$ cat config.mk
export PLATFORM = sky130hd
export DESIGN_NAME = hilo_mult_unit
export DESIGN_NICKNAME = d
export VERILOG_FILES = /design/src/rtl/hilo_mult_unit.sv
export SDC_FILE = /design/constraint.sdc
export NUM_CORES = 1
export LEC_CHECK = 0
export CAP_MARGIN = 10
export CORE_MARGIN = 2
export CORE_UTILIZATION = 55
export DETAILED_ROUTE_END_ITERATION = 10
export GPL_ROUTABILITY_DRIVEN = 1
export GPL_TIMING_DRIVEN = 0
export PLACE_DENSITY = 0.85
export SLEW_MARGIN = 25
export SYNTH_ARGS = -nofsm -noshare
export SYNTH_HDL_FRONTEND = slang
export SYNTH_SLANG_ARGS = --single-unit
$ cat constraint.sdc
create_clock -name clk -period 5.2 [get_ports clk]
set_input_delay 0.52 -clock clk [delete_from_list [all_inputs] [get_ports clk]]
set_output_delay 0.52 -clock clk [all_outputs]
set_load 0.005 [all_outputs]
$ cat src/rtl/hilo_mult_unit.sv
// hilo_mult_unit: EX-stage HI/LO multiply unit with mfhi/mflo/ALU writeback
// selection and the registered EX->WB writeback pair.
// Default build runs mult/multu as a shift-and-add over WIDTH/BITS_PER_CYCLE
// cycles, stalling mult/mfhi/mflo that arrive while a multiply is in flight.
// Define HILO_FAST_MULT_EN to replace the iterative engine with a
// single-edge product (no busy, no stall, BITS_PER_CYCLE ignored).
module hilo_mult_unit #(
   parameter int WIDTH          = 32,
   parameter int BITS_PER_CYCLE = 1
) (
   input  logic             clk,
   input  logic             rst,
   input  logic             enhilo_EX,
   input  logic [3:0]       alu_op,
   input  logic [1:0]       regsel_EX,
   input  logic             regwrite_EX,
   input  logic [WIDTH-1:0] rs_data_EX,
   input  logic [WIDTH-1:0] rt_data_EX,
   input  logic [WIDTH-1:0] alu_result_EX,
   output logic             stall_EX,
   output logic             busy,
   output logic [WIDTH-1:0] hi,
   output logic [WIDTH-1:0] lo,
   output logic [WIDTH-1:0] writedata_WB,
   output logic             regwrite_WB
);

   localparam logic [3:0] OP_MULT = 4'b0110;

   logic             is_signed;
   logic [WIDTH-1:0] hi_q, hi_d, lo_q, lo_d;
   logic [WIDTH-1:0] writedata_wb_q, writedata_wb_d;
   logic             regwrite_wb_q, regwrite_wb_d;

   assign is_signed = (alu_op == OP_MULT);

`ifdef HILO_FAST_MULT_EN

   logic [2*WIDTH-1:0] rs_ext, rt_ext, product;

   // Single-edge product: extend operands to full width and multiply directly
   always_comb begin
      rs_ext  = {{WIDTH{is_signed & rs_data_EX[WIDTH-1]}}, rs_data_EX};
      rt_ext  = {{WIDTH{is_signed & rt_data_EX[WIDTH-1]}}, rt_data_EX};
      product = rs_ext * rt_ext;
      hi_d    = hi_q;
      lo_d    = lo_q;
      if (enhilo_EX) begin
         {hi_d, lo_d} = product;
      end
   end

   assign busy     = 1'b0;
   assign stall_EX = 1'b0;

`else

   localparam int N     = WIDTH / BITS_PER_CYCLE;
   localparam int CNT_W = $clog2(N + 1);

   typedef enum logic {IDLE, RUN} state_t;

   state_t             state_q, state_d;
   logic [2*WIDTH-1:0] mcand_q, mcand_d, acc_q, acc_d;
   logic [2*WIDTH-1:0] partial, acc_sum, result;
   logic [WIDTH-1:0]   mplier_q, mplier_d, rs_mag, rt_mag;
   logic               neg_q, neg_d;
   logic [CNT_W-1:0]   cnt_q, cnt_d;

   // Operand magnitudes for the unsigned engine; the most negative value maps onto itself
   always_comb begin
      rs_mag = (is_signed && rs_data_EX[WIDTH-1]) ? -rs_data_EX : rs_data_EX;
      rt_mag = (is_signed && rt_data_EX[WIDTH-1]) ? -rt_data_EX : rt_data_EX;
   end

   // Retire BITS_PER_CYCLE multiplier bits per cycle and form the signed final result
   always_comb begin
      partial = '0;
      for (int b = 0; b < BITS_PER_CYCLE; b++) begin
         if (mplier_q[b]) begin
            partial = partial + (mcand_q << b);
         end
      end
      acc_sum = acc_q + partial;
      result  = neg_q ? -acc_sum : acc_sum;
   end

   // FSM next-state: latch operands on start, iterate in RUN, commit HI/LO on the last step
   always_comb begin
      state_d  = state_q;
      mcand_d  = mcand_q;
      mplier_d = mplier_q;
      acc_d    = acc_q;
      neg_d    = neg_q;
      cnt_d    = cnt_q;
      hi_d     = hi_q;
      lo_d     = lo_q;
      case (state_q)
         IDLE: begin
            if (enhilo_EX) begin
               mcand_d  = {{WIDTH{1'b0}}, rs_mag};
               mplier_d = rt_mag;
               acc_d    = '0;
               neg_d    = is_signed & (rs_data_EX[WIDTH-1] ^ rt_data_EX[WIDTH-1]);
               cnt_d    = CNT_W'(N);
               state_d  = RUN;
            end
         end
         RUN: begin
            acc_d    = acc_sum;
            mcand_d  = mcand_q << BITS_PER_CYCLE;
            mplier_d = mplier_q >> BITS_PER_CYCLE;
            cnt_d    = cnt_q - 1'b1;
            if (cnt_q == CNT_W'(1)) begin
               {hi_d, lo_d} = result;
               state_d      = IDLE;
            end
         end
         default: state_d = IDLE;
      endcase
   end

   // Multiply engine registers; reset aborts any multiply in flight
   always_ff @(posedge clk) begin
      if (rst) begin
         state_q  <= IDLE;
         mcand_q  <= '0;
         mplier_q <= '0;
         acc_q    <= '0;
         neg_q    <= 1'b0;
         cnt_q    <= '0;
      end else begin
         state_q  <= state_d;
         mcand_q  <= mcand_d;
         mplier_q <= mplier_d;
         acc_q    <= acc_d;
         neg_q    <= neg_d;
         cnt_q    <= cnt_d;
      end
   end

   assign busy     = (state_q == RUN);
   assign stall_EX = busy & (enhilo_EX | (regsel_EX == 2'd1) | (regsel_EX == 2'd2));

`endif

   // Writeback select and enable; mult/multu and stalled instructions never write a GPR
   always_comb begin
      case (regsel_EX)
         2'd1:    writedata_wb_d = hi_q;
         2'd2:    writedata_wb_d = lo_q;
         default: writedata_wb_d = alu_result_EX;
      endcase
      regwrite_wb_d = regwrite_EX & ~stall_EX & ~enhilo_EX;
   end

   // Architectural HI/LO and the EX->WB pipeline register
   always_ff @(posedge clk) begin
      if (rst) begin
         hi_q           <= '0;
         lo_q           <= '0;
         writedata_wb_q <= '0;
         regwrite_wb_q  <= 1'b0;
      end else begin
         hi_q           <= hi_d;
         lo_q           <= lo_d;
         writedata_wb_q <= writedata_wb_d;
         regwrite_wb_q  <= regwrite_wb_d;
      end
   end

   assign hi           = hi_q;
   assign lo           = lo_q;
   assign writedata_WB = writedata_wb_q;
   assign regwrite_WB  = regwrite_wb_q;

endmodule

Word-level counts from Yosys, hierarchy flattened
Cells that the tools add are included.
- flip-flop bits (word level): 265
- bits of input ports: 106
- output and inout port bits: 99
- logic and storage cells: 50
- add/sub/neg operators: 5
- eq/ne operators: 5
- mux-type cells: 16
- bitwise logic cells: 10
- reduce and logical (&&, ||, !) cells: 4
- operators with widths (operator ; count):
    $mux W64 ; 4
    $pmux W64 S2 ; 2
    $pmux W32 S2 ; 2
    $mux W32 ; 3
    $add A64 B64 Y64 ; 1
    $neg A32 Y32 ; 2
    $neg A64 Y64 ; 1
    $pmux W6 S2 ; 1
    $eq A6 B1 Y1 const B ; 1
    $mux W6 ; 1
    $sub A6 B1 Y6 const B ; 1
    $and A1 B1 Y1 ; 4
    $eq A4 B3 Y1 const B ; 1
    $reduce_and A2 Y1 ; 2
    $not A1 Y1 ; 3
    $eq A2 B1 Y1 const B ; 1
    $eq A2 B2 Y1 const B ; 1
    $logic_and A1 B1 Y1 ; 2
    $mux W1 ; 2
    $ne A2 B2 Y1 const B ; 1
    $or A1 B1 Y1 ; 2
    $pmux W1 S2 ; 1
    $xor A1 B1 Y1 ; 1

Depth between registers and ports, before layout
Gate-level depths: netlist of run 1.
- depth in word-level cells: 7
- gate-level depth with buffers: 20
- depth with buffers taken out: 16

Worst setup path after synthesis of run 1
OpenSTA, ideal clock, no wires.
- path kind: reg-to-reg
- from: register mplier_q[0]
- to: register hi_q[27], in the netlist hi[27]
- data arrival time: 4.557 ns
- required time: 5.126 ns
- slack: 0.568 ns
- stages on the path, launching flop included: 20
- path buffers: 3
- clock period less this slack: 4.632 ns
- cells stage by stage: dfxtp_1 > clkbuf_1 > clkbuf_1 > and2_1 > ha_1 > inv_1 > fa_1 > nor2b_4 > o31a_4 > o2111ai_2 > a31oi_1 > nor2_1 > xnor2_1 > or4_1 > nand3b_2 > or3_1 > buf_6 > or2_4 > or3_1 > a31oi_1
- longest elaborated chain between the ends: 4
- ends and longest elaborated chain (what ; RTL line ; text):
    from (decl) ; 66 ; logic [WIDTH-1:0] mplier_q, mplier_d, rs_mag, rt_mag;
    from (signal assigned) ; 135 ; mplier_q <= mplier_d;
    $mux W64 * ; 80 ; if (mplier_q[b]) begin
    $add A64 B64 Y64 * ; 84 ; acc_sum = acc_q + partial;
    $neg A64 Y64 ; 85 ; result = neg_q ? -acc_sum : acc_sum;
    $mux W64 * ; 85 ;
    to (signal assigned) ; 165 ; hi_q <= hi_d;
    to (decl) ; 31 ; logic [WIDTH-1:0] hi_q, hi_d, lo_q, lo_d;
Mark *: on every way between the ends. The rest lies on a longest branch, timed or not.
A chain may end at the register's enable or synchronous reset.

Worst setup path in the final report of run 1
Ends and elaborated chain as after synthesis.

==> results of run 1 <==
[routing by layer]
metal	wire, um	part of all wire [%]	vias up
li1	-	-	9346
met1	26900	40	9248
met2	29500	44	1086
met5	11	0.016	-
met3	6800	10	229
met4	3760	5.6	2
[registers in the layout (all words and copies together) (netlist names)]
signal and flops:
acc_q 64, mcand_q 64, hi 32, lo 32
mplier_q 32, writedata_WB 32, cnt_q 6, busy 1
neg_q 1, regwrite_WB 1
[cell type report]
class                      count  area (um^2)
multi-input combinational   1979        12400
clock buffer                  36          845
clock inverter                20          205
timing repair buffer         210         2080
inverter                      27          101
buffer                       174          707
tap                          442          553
sequential                   265         5310
fill                        2770        10500
[worst max-delay path, delay by kind of cell (launching register included)]
family / cells / cell delay, ns
adders and majority gates: 1 / 0.22
DFF: 1 / 0.47
buffers and inverters: 3 / 0.60
and+or+nand+nor: 5 / 1.39
AOI/OAI and AO/OA: 8 / 2.33
[power groups by stage]
stage               combinational [mW]  sequential (mW)  clock (mW)
floorplan                        0.458             2.19           0
finish                           0.825             2.16        2.25
CTS                              0.798             2.16        2.25
global route                     0.885             2.16        2.33
detailed placement               0.789             2.20           0
global placement                 0.770             2.20           0
[path summary, 6_finish.rpt]
check                 to  slack [ns]  cells past startpoint
hold reg to reg   hi[13]        0.47                      2
setup reg to reg  hi[27]        0.09                     17
hold / removal    hi[13]        0.47                      2
setup / recovery  hi[27]        0.09                     17
[through the flow]
stage               setup WS, ns  hold WS, ns  TNS [ns]
floorplan                  0.568        0.449         0
global placement           -1.22        0.458    -28.91
detailed placement         -1.22        0.460    -31.75
CTS                       0.0444        0.469         0
global route             -0.0447        0.499   -0.0994
finish                    0.0930        0.472         0
[cell usage after synthesis, drive strengths merged, types with 13 or more instances]
library cell  instances
a211oi              117
a21o                 35
a21oi               305
a22oi                37
a31oi                16
and2                 82
and4                 18
buf                  23
clkbuf              157
dfxtp               265
ha                   70
inv                  27
nand2               133
nand2b               15
nand3                25
nand4                29
nor2                432
nor3                 42
nor3b                95
nor4                 13
o21a                 17
o21ai               109
o31ai                39
o41ai                19
or3                  33
or4                  13
xnor2                60
xor2                 93
[timing repair]
| action | CTS | global route |
|---|---|---|
| endpoints found under the setup margin | 47 | 24 |
| gates resized for setup | 17 | 32 |
| setup buffers | 4 | 4 |
| hold buffers | 0 | 0 |
| pin swaps | 1 | 8 |
[cells by family (layout without fill, tap and decap cells)]
family                     count (synthesis)  after routing  share of synthesized area [%]
muxes                                      8              8                          0.437
and+or+nand+nor                          974            974                           26.6
DFF                                      265            265                           28.9
buffers and inverters                    207            467                           4.44
xor gates and xnor gates                 153            153                           7.31
AOI/OAI and AO/OA                        773            773                           27.4
adders and majority gates                 71             71                           4.89
==> run_results.csv, run 1 <==
group,metric,value,unit
layout,final_util,67.9,%
layout,final_common_cell,"nor2_1",
yosys,synth_cells,2451,
pwr,switching_share,28.6,%
drt,wl_per_cell,21.2,um
yosys,synth_top_flop_cell,"dfxtp_1",
layout,nets,2864,
placement,placed_area,20900,um^2
drt,viasPerCell,6.31,
die,dieWidth,187,um
global_route,use_met2,59.8,%
drt,drt_iter0_drc,1962,
pwr,intPower,3.74,mW
worst_hold_path,min_from,"hi[13]",
yosys,synth-seq-cells,265,
global_route,grt_max_degree,15,
pwr,peakVddDrop,0.238,mV
yosys,synth-seq-area-share,28.9,%
setup_path,critical_path_arrival,5.60,ns
global_route,grt.busiest_layer,"met2",
timing,hold_viol,0,
drt,drc,0,
layout,syn2layout_area_growth,21.2,%
timing,max_freq,196,MHz
timing,skew,0.0174,ns
drt,vias,19900,
setup_path,crit_path_max_incr_delay,0.47,ns
global_route,grtUsageTotal,36.7,%
clock_tree,cts_inserted_buffers,30,
drt,ant_nets,0,
yosys,netlist.area_leader.share,28.9,%
setup_path,cp_slowest_cell,"dfxtp_4",
timing,setup_viol,0,
clock_tree,cts.sink_count,265,
die,die_y,187,um
layout,final_area,22200,um^2
clock_tree,clockBufferDepth,3,
timing,period_share,98.2,%
status,status,"finished, final reports clean",
die,coreArea,32700,um^2
die,ios,205,
setup_path,path_class,"reg -> reg",
pwr,p_seq_share,41.3,%
layout,drive_above_1_share,5.61,%
pwr,combPwrFrac,15.8,%
setup_path,path_common_cell,"a31oi_1",
global_route,met3_usage,7.84,%
layout,stdcell_count,3153,
job,drv_cap,0,
layout,mostFrequentLayoutCells,"nor2_1 (431), a21oi_1 (295), dfxtp_1 (264)",
worst_hold_path,hold_class,"reg -> reg",
clock_tree,cts_max_level,1,
yosys,synth_area_per_cell,7.48,um^2
setup_path,r2r-start,"mplier_q[0]",
yosys,yosysWarnings,0,
timing,final_max_slew_viol_count,0,
die,start_util,56.1,%
yosys,yosys-top-cells-area,"dfxtp_1 (29%), nor2_1 (8.8%), a21oi_1 (8.2%), ha_1 (4.8%), a211oi_1 (4.7%)",
die,die_area,34800,um^2
setup_path,crit_start,"mplier_q[0]",
setup_path,crit_required,5.70,ns
layout,insertedDiodeCount,0,
yosys,synthesis.nets,2628,
placement,place_hpwl,52700,um
global_route,overflow,0,
timing,max_slew.worst_pin.slew,1.16,ns
yosys,async_flop_share,0,%
yosys,netlist_area,18300,um^2
timing,relSlewSlack,22.3,%
global_route,grt_pass1_wl,102000,um
setup_path,crit_path_start_kind,"register",
clock_tree,cts_root_buffer,"clkbuf_16",
setup_path,end_kind,"register",
pwr,power.density,236,nW/um^2
drt,first_pass_iters,6,
pwr,switchingPower,1.50,mW
placement,placed_cells,3095,
setup_path,worstPathCellList,"clkbuf_2, and2_1, ha_1, buf_2, a21oi_1, o21ai_1, a31oi_1, a31oi_1, o31ai_2, a211oi_1, or3b_1, a2111oi_0, nand3_1, buf_4, or2_4, or3_1, a31oi_1",
clock_tree,cts_tree,"done",
global_route,grt_pass1_vias,18600,
clock_tree,clk_latency,0.58,ns
global_route,antenna_found_initial,1,
yosys,yosys.area.top_type,"dfxtp_1",
clock_tree,path_clk_slew,0.06,ns
pwr,leakage,8.28,nW
pwr,power.total,5.23,mW
yosys,synth_edf_count,0,
setup_path,crit_fanout,10,
pwr,clockPowerShare,43.0,%
yosys,ys_types,96,
die,row_count,66,
timing,min_period,5.11,ns
global_route,grt_util_met1,46.1,%
drt,routed_wirelength,67000,um
placement,numPortBuffers,202,
placement,gp_congestion,1.03,
No activity file was read; power rests on OpenSTA's default activity.
==> run 2, diff against run 1 <==
--- a/config.mk
+++ b/config.mk
@@ -8,6 +8,7 @@
 export CAP_MARGIN = 10
 export CORE_MARGIN = 2
 export CORE_UTILIZATION = 55
+export CTS_CLUSTER_SIZE = 12
 export DETAILED_ROUTE_END_ITERATION = 10
 export GPL_ROUTABILITY_DRIVEN = 1
 export GPL_TIMING_DRIVEN = 0
==> run_results.csv, run 2 (synthesis gave the netlist of run 1 again) <==
group,metric,value,unit
layout,nFillCells,2788,
drt,ant_nets,0,
die,die_y,187,um
clock_tree,cts_root_buffer,"clkbuf_16",
setup_path,path_class,"reg -> reg",
worst_hold_path,hold_class,"reg -> reg",
pwr,peakVddDrop,0.240,mV
clock_tree,cts.sink_count,265,
layout,nets,2866,
setup_path,end_kind,"register",
placement,place_ws,-1.22,ns
clock_tree,cts_tree,"done",
clock_tree,ctsHoldBuffers,0,
die,ios,205,
timing,final_max_slew_viol_count,0,
clock_tree,clk_latency,0.58,ns
placement,placed_cells,3095,
timing,final.setup.tns,0,ns
drt,drc,0,
job,drv_cap,0,
drt,viasPerCell,6.33,
global_route,grt_pass1_wl,102000,um
worst_hold_path,min_from,"hi[13]",
status,status,"finished, final reports clean",
layout,stdcell_count,3153,
clock_tree,path_clk_slew,0.06,ns
pwr,switchingPower,1.46,mW
drt,wl_per_cell,21.3,um
layout,mostFrequentLayoutCells,"nor2_1 (431), a21oi_1 (295), dfxtp_1 (264)",
layout,multi_input_area,12400,um^2
pwr,intPower,3.73,mW
setup_path,crit_start,"mplier_q[0]",
global_route,grt_pass1_vias,18500,
pwr,clockPowerShare,42.4,%
layout,syn2layout_area_growth,21.0,%
die,coreArea,32700,um^2
layout,final_area,22200,um^2
setup_path,cp_slowest_cell,"a2111oi_4",
global_route,antenna_found_initial,2,
layout,seq_area,5310,um^2
setup_path,crit_required,5.69,ns
drt,vias,19900,
placement,place_hpwl,52700,um
timing,period_share,97.5,%
setup_path,r2r-start,"mplier_q[0]",
die,die_area,34800,um^2
die,start_util,56.1,%
timing,min_period,5.07,ns
pwr,p_seq_share,41.6,%
clock_tree,cts_inserted_buffers,30,
drt,first_pass_iters,6,
timing,worst_slack,0.131,ns
timing,skew,0.0133,ns
setup_path,crit_fanout,10,
layout,drive_above_1_share,5.24,%
clock_tree,cts_max_level,1,
placement,placed_area,20900,um^2
timing,max_freq,197,MHz
drt,routed_wirelength,67300,um
setup_path,worstPathCellList,"clkbuf_8, and2_1, ha_1, inv_1, fa_2, nor2b_4, o31a_4, o31ai_4, a21oi_2, a221oi_4, xnor2_1, a2111oi_4, nand3b_4, or3_1, buf_6, or2_4, or3_1, a31oi_1",
setup_path,crit_path_start_kind,"register",
global_route,grt_max_degree,15,
global_route,grtUsageTotal,36.8,%
timing,holdWs,0.473,ns
layout,final_common_cell,"nor2_1",
placement,gp_congestion,1.03,
timing,hold_viol,0,
timing,relSlewSlack,20.7,%
setup_path,crit_path_max_incr_delay,0.48,ns
die,row_count,66,
layout,insertedDiodeCount,0,
drt,drt_iter0_drc,2072,
pwr,power.density,234,nW/um^2
timing,setup_viol,0,
setup_path,critical_path_arrival,5.56,ns
die,dieWidth,187,um
clock_tree,clockBufferDepth,3,
timing,max_slew.worst_pin.slew,1.19,ns
layout,reg_top3,"acc_q: 64 flops, mcand_q: 64 flops",
pwr,switching_share,28.0,%
pwr,leakage,8.23,nW
setup_path,path_common_cell,"or3_1",
pwr,power.total,5.19,mW
layout,final_util,67.9,%
global_route,overflow,0,
placement,numPortBuffers,202,
pwr,combPwrFrac,15.9,%
-- run 2: what timing repair did --
item                                    in CTS  in global routing
endpoints found under the setup margin      47                 24
pin swaps                                    1                  8
gates resized for setup                     20                 28
buffers inserted                             2                  7
-- run 2: metal layers --
metal	track usage, %	up-vias	share of wire, %
met5	0	-	0.018
met4	18.1	2	5.3
met3	7.58	212	9.8
met2	59.6	1050	44
met1	46.6	9339	40
li1	-	9342	-
-- run 2: layout make-up --
type | count | area share [%]
multi-input combinational | 1979 | 56.0
buffer | 175 | 3.20
clock inverter | 9 | 0.592
inverter | 27 | 0.457
tap | 442 | 2.49
timing repair buffer | 211 | 9.42
clock buffer | 45 | 3.96
sequential | 265 | 23.9
-- run 2: power groups by stage --
stage | clock network (mW) | registers, mW | logic [mW]
floorplan | 0 | 2.19 | 0.458
CTS | 2.20 | 2.16 | 0.794
finish | 2.20 | 2.16 | 0.826
detailed placement | 0 | 2.20 | 0.789
global route | 2.27 | 2.17 | 0.887
global placement | 0 | 2.20 | 0.770
-- run 2: final timing paths --
kind / slack [ns] / depth (start not counted) / endpoint
setup / recovery: 0.13 / 18 / hi[27]
hold / removal: 0.47 / 2 / hi[13]
setup reg to reg: 0.13 / 18 / hi[27]
hold reg to reg: 0.47 / 2 / hi[13]
-- run 2: worst max-delay path: cells and delay by family (launching register included) --
family                   cells  cell delay [ns]
flip-flops                   1             0.42
buffers and inverters        3             0.42
adder cells (fa/ha/maj)      2             0.45
AO/OA/AOI/OAI                6             1.93
AND/OR/NAND/NOR              6             1.42
XOR/XNOR                     1             0.30
==> run 3, diff against run 2 <==
--- a/config.mk
+++ b/config.mk
@@ -6,7 +6,6 @@
 export NUM_CORES = 1
 export LEC_CHECK = 0
 export CAP_MARGIN = 10
-export CORE_MARGIN = 2
 export CORE_UTILIZATION = 55
 export CTS_CLUSTER_SIZE = 12
 export DETAILED_ROUTE_END_ITERATION = 10
==> run_results.csv, run 3 (synthesis gave the netlist of run 1 again) <==
group,metric,value,unit
layout,mostFrequentLayoutCells,"nor2_1 (431), a21oi_1 (290), dfxtp_1 (264)",
die,die_area,34100,um^2
layout,insertedDiodeCount,0,
timing,period_share,97.9,%
setup_path,cp_num_buf_inv,3,
drt,viasPerCell,6.32,
layout,drive_above_1_share,5.59,%
drt,ant_nets,0,
timing,max_slew.worst_pin.slew,1.26,ns
clock_tree,cts_tree,"done",
timing,holdWs,0.475,ns
placement,place_hpwl,54100,um
pwr,leakage,8.26,nW
status,status,"finished, final reports clean",
pwr,power.total,5.18,mW
die,ios,205,
die,row_count,66,
timing,final.setup.tns,0,ns
placement,placed_cells,3095,
die,die_y,185,um
clock_tree,cts_root_buffer,"clkbuf_16",
drt,vias,19900,
timing,min_period,5.09,ns
clock_tree,clockBufferDepth,3,
layout,final_common_cell,"nor2_1",
global_route,grt_util_met1,50.2,%
drt,wl_per_cell,21.6,um
setup_path,crit_family,"simple AND/OR/NAND/NOR gates",
timing,worst_slack,0.109,ns
setup_path,cp_slowest_cell,"or4_1",
layout,nets,2859,
timing,setup_viol,0,
layout,stdcell_count,3145,
timing,hold_viol,0,
timing,skew,0.0167,ns
drt,drt_iter0_drc,1874,
setup_path,r2r-end,"hi[27]",
layout,syn2layout_area_growth,21.1,%
clock_tree,cts_max_level,1,
setup_path,path_common_cell,"or3_1",
clock_tree,cts_inserted_buffers,30,
drt,drc,0,
timing,final_max_slew_viol_count,0,
global_route,use_met2,63.9,%
drt,routed_wirelength,68000,um
global_route,overflow,0,
die,dieWidth,185,um
setup_path,critical_path_arrival,5.59,ns
placement,place_ws,-1.37,ns
timing,max_freq,196,MHz
clock_tree,ctsHoldBuffers,0,
setup_path,ff2ff_setup_slack,0.11,ns
setup_path,r2r-start,"mplier_q[0]",
global_route,grt.busiest_layer,"met2",
worst_hold_path,whs_path_depth,2,
job,drv_cap,0,
pwr,power.density,233,nW/um^2
global_route,grt_pass1_wl,102000,um
clock_tree,path_clk_slew,0.06,ns
global_route,grtUsageTotal,38.9,%
worst_hold_path,hold_class,"reg -> reg",
setup_path,crit_required,5.70,ns
drt,first_pass_iters,6,
pwr,peakVddDrop,0.263,mV
clock_tree,clk_latency,0.58,ns
setup_path,crit_fanout,10,
setup_path,worst_r2r_path_depth,17,
worst_hold_path,min_to,"hi[12]",
global_route,grt_pass1_vias,18100,
global_route,met3_usage,5.24,%
setup_path,end_kind,"register",
global_route,grt_max_degree,15,
clock_tree,cts.sink_count,265,
die,coreArea,32700,um^2
placement,gp_congestion,1.03,
setup_path,crit_path_start_kind,"register",
global_route,antenna_found_initial,0,
die,start_util,56.1,%
layout,reg_top3,"acc_q: 64 flops, mcand_q: 64 flops",
placement,numPortBuffers,202,
timing,relSlewSlack,16.2,%
setup_path,path_class,"reg -> reg",
worst_hold_path,min_from,"hi[12]",
setup_path,crit_path_max_incr_delay,0.59,ns
setup_path,worstPathCellList,"clkbuf_2, and2_1, ha_1, buf_2, a21oi_1, o21ai_1, a21o_1, o311ai_4, nand3_2, xor2_1, or4_1, nand3b_2, or3_1, buf_6, or2_4, or3_1, a31oi_1",
## run 3: cell types whose count changed in the layout (fill, tap and decap cells not counted), moves of 2 or more
cell        delta
buf_4          -5
a31oi_2        +2
xor2_1         +2
clkbuf_1       -7
clkinvlp_4     -3
a31oi_1        -2
a21oi_2        +4
a21oi_1        -5
xor2_2         -2
clkbuf_8       +4
clkinv_2       +3
## run 3: metal layers
metal / wire length (um) / part of all wire (%)
met5: 0 / 0
met4: 3630 / 5.3
met3: 5640 / 8.3
met1: 28400 / 42
met2: 30400 / 45
## run 3: how the worst max path moves through the flow
stage	from	to	cells past startpoint
3_3_place_gp	mplier_q[0]	hi[27]	18
2_1_floorplan	mplier_q[0]	hi[27]	19
3_5_place_dp	mplier_q[0]	hi[30]	18
6_report	mplier_q[0]	hi[27]	17
4_1_cts	mplier_q[0]	hi[30]	17
5_1_grt	mplier_q[0]	hi[30]	16
## run 3: cell type report
class	instances	area (um^2)
flip-flops and latches	265	5310
plain buffers	173	702
fillers	2810	10500
multi-input cells	1979	12500
clock inverters	9	103
clock buffers	44	915
repair buffers	206	2050
inverters	27	101
well taps	442	553
## run 3: power breakdown
group / total [mW] / switching, mW / internal, mW
Combinational: 0.821 / 0.502 / 0.319
Sequential: 2.16 / 0.0547 / 2.10
Clock: 2.20 / 0.893 / 1.31
## run 3: through the flow
step	util, %	instance area [um^2]
floorplan	-	18300
global placement	63.9	20900
detailed placement	64.0	20900
CTS	67.4	22000
global route	67.9	22200
finish	67.9	22200
## run 3: tightest hold or removal path, cell delays in order, from the launching register on
cell,delay [ns]
dfxtp_1,0.32
nand2_1,0.06
a21oi_1,0.05
## run 3: what timing repair did
item                                    CTS  global route
setup buffers                             2             2
pin swaps                                 2             3
gates resized for setup                  21            42
endpoints found under the setup margin   45            25
